File: config.mk
export PLATFORM = sky130hd
export DESIGN_NAME = pipe_ctrl
export DESIGN_NICKNAME = d
export VERILOG_FILES = /design/src/rtl/pipe_ctrl_pkg.sv /design/src/rtl/pipe_ctrl_stall_watchdog.sv /design/src/rtl/pipe_ctrl.sv
export SDC_FILE = /design/constraint.sdc
export NUM_CORES = 1
export LEC_CHECK = 0
export ABC_CLOCK_PERIOD_IN_PS = 4100
export CORE_MARGIN = 2
export CORE_UTILIZATION = 44
export DETAILED_ROUTE_END_ITERATION = 12
export HOLD_SLACK_MARGIN = 0.15
export PLACE_DENSITY = 0.81
export SYNTH_ARGS = -nofsm -noshare
export SYNTH_HDL_FRONTEND = slang
export SYNTH_SLANG_ARGS = --single-unit
File: constraint.sdc
create_clock -name clk -period 4.1 [get_ports clk]
set_input_delay 1.025 -clock clk [delete_from_list [all_inputs] [get_ports clk]]
set_output_delay 1.025 -clock clk [all_outputs]
set_load 0.02 [all_outputs]
File: src/rtl/pipe_ctrl_pkg.sv
// pipe_ctrl_pkg: stall vector codes, controller state encodings and shared constants
package pipe_ctrl_pkg;
   localparam logic [5:0] STALL_NONE = 6'b000000;
   localparam logic [5:0] STALL_ID   = 6'b000111;
   localparam logic [5:0] STALL_EX   = 6'b001111;
   localparam logic [5:0] STALL_MEM  = 6'b011111;
   localparam logic [1:0] CTRL_RUN     = 2'd0;
   localparam logic [1:0] CTRL_FLUSH   = 2'd1;
   localparam logic [1:0] CTRL_RECOVER = 2'd2;
   localparam logic [31:0] EXC_VECTOR_DEF = 32'h0000_0020;
   localparam logic [31:0] ERET_CODE_DEF  = 32'h0000_000e;
   localparam logic [31:0] ZERO_WORD      = 32'h0000_0000;
   localparam logic        RST_ENABLE     = 1'b1;
endpackage

File: src/rtl/pipe_ctrl_stall_watchdog.sv
// stall_watchdog: saturating consecutive-stall counter with a one-cycle timeout pulse
module stall_watchdog #(
   parameter int unsigned MAX_STALL = 255
) (
   input  logic clk,
   input  logic rst,
   input  logic active,
   input  logic clear,
   output logic timeout
);
   localparam logic [7:0] LIMIT = 8'(MAX_STALL);
   logic [7:0] cnt;
   always_ff @(posedge clk) begin
      if (rst) begin
         cnt     <= 8'd0;
         timeout <= 1'b0;
      end else if (clear) begin
         cnt     <= 8'd0;
         timeout <= 1'b0;
      end else if (active && cnt != LIMIT) begin
         cnt     <= cnt + 8'd1;
         timeout <= (cnt + 8'd1) == LIMIT;
      end else begin
         timeout <= 1'b0;
      end
   end
endmodule

File: src/rtl/pipe_ctrl.sv
// pipe_ctrl: stall arbitration, exception/eret flush sequencing, stall watchdog and stall counter
module pipe_ctrl
   import pipe_ctrl_pkg::*;
#(
   parameter logic [31:0] EXC_VECTOR   = EXC_VECTOR_DEF,
   parameter logic [31:0] ERET_CODE    = ERET_CODE_DEF,
   parameter int unsigned FLUSH_CYCLES = 1,
   parameter int unsigned MAX_STALL    = 255
) (
   input  logic        clk,
   input  logic        rst,
   input  logic        stallreq_id,
   input  logic        stallreq_ex,
   input  logic        stallreq_mem,
   input  logic [31:0] excepttype_i,
   input  logic [31:0] cp0_epc_i,
   output logic [5:0]  stall,
   output logic        flush,
   output logic [31:0] new_pc,
   output logic        stall_timeout,
   output logic [31:0] stall_cycles
);
   logic [1:0] state;
   logic [2:0] fcnt;
   logic       exc_take;
   assign exc_take = state == CTRL_RUN && excepttype_i != ZERO_WORD;
   // an exception accepted this cycle drops any concurrent stall request
   always_comb
      stall = (rst == RST_ENABLE || state != CTRL_RUN || exc_take) ? STALL_NONE :
              stallreq_mem ? STALL_MEM :
              stallreq_ex  ? STALL_EX  :
              stallreq_id  ? STALL_ID  : STALL_NONE;
   always_ff @(posedge clk) begin
      if (rst == RST_ENABLE) begin
         state  <= CTRL_RUN;
         fcnt   <= 3'd0;
         flush  <= 1'b0;
         new_pc <= ZERO_WORD;
      end else begin
         case (state)
            CTRL_RUN: if (exc_take) begin
               state  <= CTRL_FLUSH;
               flush  <= 1'b1;
               new_pc <= excepttype_i == ERET_CODE ? cp0_epc_i : EXC_VECTOR;
               fcnt   <= 3'(FLUSH_CYCLES - 1);
            end
            CTRL_FLUSH: if (fcnt == 3'd0) begin
               state <= CTRL_RECOVER;
               flush <= 1'b0;
            end else begin
               fcnt <= fcnt - 3'd1;
            end
            CTRL_RECOVER: state <= CTRL_RUN;
            default: state <= CTRL_RUN;
         endcase
      end
   end
   always_ff @(posedge clk) begin
      if (rst == RST_ENABLE) stall_cycles <= ZERO_WORD;
      else if (stall != STALL_NONE) stall_cycles <= stall_cycles + 32'd1;
   end
   stall_watchdog #(.MAX_STALL(MAX_STALL)) u_watchdog (
      .clk    (clk),
      .rst    (rst),
      .active (stall != STALL_NONE),
      .clear  (stall == STALL_NONE),
      .timeout(stall_timeout)
   );
endmodule

==> metrics.txt <==
status finished, final reports clean; Crit path max-delay family simple AND/OR/NAND/NOR gates; initial DRC count 165; P_leak 1.96 nW; Via density 5.52; Max Cap Viol 0; Critical R2R Capture stall_cycles[21]; number of gates resized after cts 6; Area Growth Syn to Fin 49.6%; grt total ovfl 0; Ys Warns 0; Tot Pwr 1.68 mW; layout cells sized above 1 0.107; synthesized area 3610 sq um; # Post-CTS Setup Buffers 0; CTS clk-pin slew, worst paths 0.09 ns; Routability Congestion 0.850; Hold EP new_pc[15]; Detail Placement HPWL 7190 microns; total CTS buffers 9; combinational cell fraction of total power 0.101; initial antenna violation count 0; I/O pin cnt 141; number of global-route vias before repair 3,467; Hold Crit Depth 1; Nets 603; maximum clock path buffer count 2; max incr delay on CP 0.59 ns; first-pass GRT wire length 15,500 microns; drt wl/cell 15.3 microns; Slew headroom 0.627; unrepaired setup endpoints after global routing yes; count of cell types in the netlist 47; diodes inserted 0; Net Sw Frac 0.229; P_sw 0.385 mW; post-synthesis sequential area ratio 0.438; Port Buffers 139; Max Slew Vio Count 0; final setup margin 0.0658 ns; H-tree Lvls 3; Syn Nets 460; CP Data Required Time 3.07 ns; Setup WS pre-CTS -0.304 ns; Hold Buf Count CTS 0; Die Y 94.6 microns; Fin Hold WS 0.485 ns; fmax 0.248 GHz; Fin. Hold Viols 0; Die W 94.6 microns; GR Util All Layers 0.218; Yosys top cell by area dfxtp_1; Synth top area share 0.438; antenna-violating nets left 0; hold crit path type reg2reg; CP Data Arrival Time 3.01 ns; Finish-stage setup viols 0; First-pass DRT Iterations 4; flop2flop setup slack 1.79 ns; Avg Cell Area, Syn 9.36 sq um; WP buf/inv 3; CTS tree yes; Die ar. 8950 sq um; Final Cycle Share 0.984; dominant cells by area after synthesis dfxtp_1, a22o_1, a21oi_1, nor2_1, nor4_4; CP max FO 3; number of synthesized flops with an enable pin 0; Seq pwr share 0.469; min-delay src new_pc[15]; initial core utilization 0.446; Post-synth ARST share 0; crit path kind in2out; final wirelength 9770 microns; worst-case vdd ir drop 0.228 mV; post-synthesis cell count 386; Clock Power Share 0.430; largest net degree at the start of global routing 53; vias post-DR 3,529; top_reg_cell synth dfxtp_1; Internal 1.30 mW; Worst-Margin Slew 0.558 ns; drt drc 0; clock latency on the worst-skew pair 0.36 ns; total clock sinks 79; critical path cell sequence clkdlybuf4s50_1, nor4_4, nand4_4, or4b_4, inv_1, dlygate4sd2_1; Synth Register Bits 79; minimum clock period 4.03 ns; R2R depth 5; CP endpoint kind output pin; Reg-to-Reg Start state[1]; Core Rows 33; clock root buffer clkbuf_8; Core ar. 8090 sq um; worst setup skew after layout 0.0196 ns; PD cells 311 nW/um^2; Critical Path Slowest Stage Cell or4b_4; CP Launch Type input pin
[worst max path at each step]
stage	from	to	slack, ns	cells after the start
after detailed placement	excepttype_i[13]	stall[0]	-0.30	6
final	excepttype_i[13]	stall[0]	0.07	6
after floorplan	excepttype_i[16]	stall[1]	0.36	7
after global routing	excepttype_i[13]	stall[1]	-0.007	6
after global placement	excepttype_i[13]	stall[1]	-0.29	6
after CTS	excepttype_i[13]	stall[0]	0.05	6
[synthesized netlist by cell type, types with 4 or more instances]
| cell | n |
|---|---|
| buf_4 | 4 |
| or4_1 | 4 |
| ha_1 | 5 |
| inv_1 | 8 |
| nor2b_1 | 8 |
| dfxtp_1 | 79 |
| buf_2 | 6 |
| nand4_1 | 11 |
| nand2b_1 | 4 |
| a22o_1 | 31 |
| nor4_4 | 5 |
| and4_1 | 6 |
| nor2_1 | 30 |
| or3_1 | 15 |
| nor3_1 | 15 |
| mux2_2 | 8 |
| nand3b_1 | 4 |
| nor4_1 | 4 |
| and3_1 | 6 |
| clkbuf_1 | 13 |
| nand2_1 | 19 |
| xor2_1 | 4 |
| nand3_1 | 17 |
| a21oi_1 | 27 |
| o21ai_0 | 15 |
| xnor2_1 | 6 |
| o31ai_1 | 6 |
[state kept, by name, indices dropped and copies added, names as in the netlist]
| register | cells |
|---|---|
| u_watchdog.timeout | 1 |
| stall_cycles | 32 |
| new_pc | 32 |
| fcnt | 3 |
| flush | 1 |
| state | 2 |
| u_watchdog.cnt | 8 |
[kinds of logic after synthesis]
group,share of synthesized area
compound gates,0.169
other cells,0.00104
fa+ha+maj,0.0173
xor+xnor,0.0242
buf+inv,0.0395
simple gates,0.284
mux,0.0277
flops,0.438
[layout make-up]
type                    instances  area (sq um)
clock inverters                 6           116
well taps                     105           131
fillers                       652          2690
clock buffers                  10           138
multi-input cells             275          1900
repair buffers                156          1510
flip-flops and latches         79          1580
inverters                       8          30.0
[cell usage in the layout, fill, tap and decap left out, types with 3 or more instances in the layout]
| cell | Yosys | final |
|---|---|---|
| mux2_2 | 8 | 8 |
| nor2b_1 | 8 | 8 |
| bufinv_16 | 0 | 3 |
| nor2_1 | 30 | 29 |
| o31ai_1 | 6 | 6 |
| o21ai_0 | 15 | 15 |
| clkdlybuf4s50_1 | 0 | 133 |
| or4_1 | 4 | 4 |
| and4_1 | 6 | 6 |
| dfxtp_1 | 79 | 79 |
| nor3_1 | 15 | 14 |
| nand2_1 | 19 | 19 |
| nor4_4 | 5 | 5 |
| nand3_1 | 17 | 17 |
| buf_4 | 4 | 17 |
| a22o_1 | 31 | 31 |
| and3_1 | 6 | 6 |
| xnor2_1 | 6 | 6 |
| nand2b_1 | 4 | 4 |
| nand3b_1 | 4 | 4 |
| a21oi_1 | 27 | 27 |
| xor2_1 | 4 | 4 |
| ha_1 | 5 | 5 |
| nor4_1 | 4 | 4 |
| or3_1 | 15 | 15 |
| dlygate4sd2_1 | 0 | 5 |
| clkbuf_8 | 0 | 10 |
| nand4_1 | 11 | 11 |
| inv_1 | 8 | 8 |
[metal layers]
layer,vias up,global-route usage,wire length [microns]
met5,-,0,0
met4,0,0.105,275
met3,25,0.0662,714
met2,128,0.376,4860
met1,1655,0.246,3920
li1,1721,-,-
[power groups by stage]
stage	clock network [mW]	registers (mW)	logic, mW
floorplan	0	0.808	0.0649
global placement	0	0.805	0.165
detailed placement	0	0.806	0.170
CTS	0.731	0.788	0.172
global route	0.758	0.790	0.184
finish	0.722	0.788	0.170
[per-stage QoR]
stage | utilization | std cells | instance area [sq um] | TNS (ns)
3_3_place_gp | 0.637 | 623 | 5150 | -1.01
2_1_floorplan | - | 386 | 3610 | 0
4_1_cts | 0.668 | 639 | 5400 | 0
3_5_place_dp | 0.637 | 623 | 5150 | -1.09
6_report | 0.668 | 639 | 5400 | 0
5_1_grt | 0.668 | 639 | 5400 | -0.0206
Note: power is estimated with default switching activity, not from simulation.
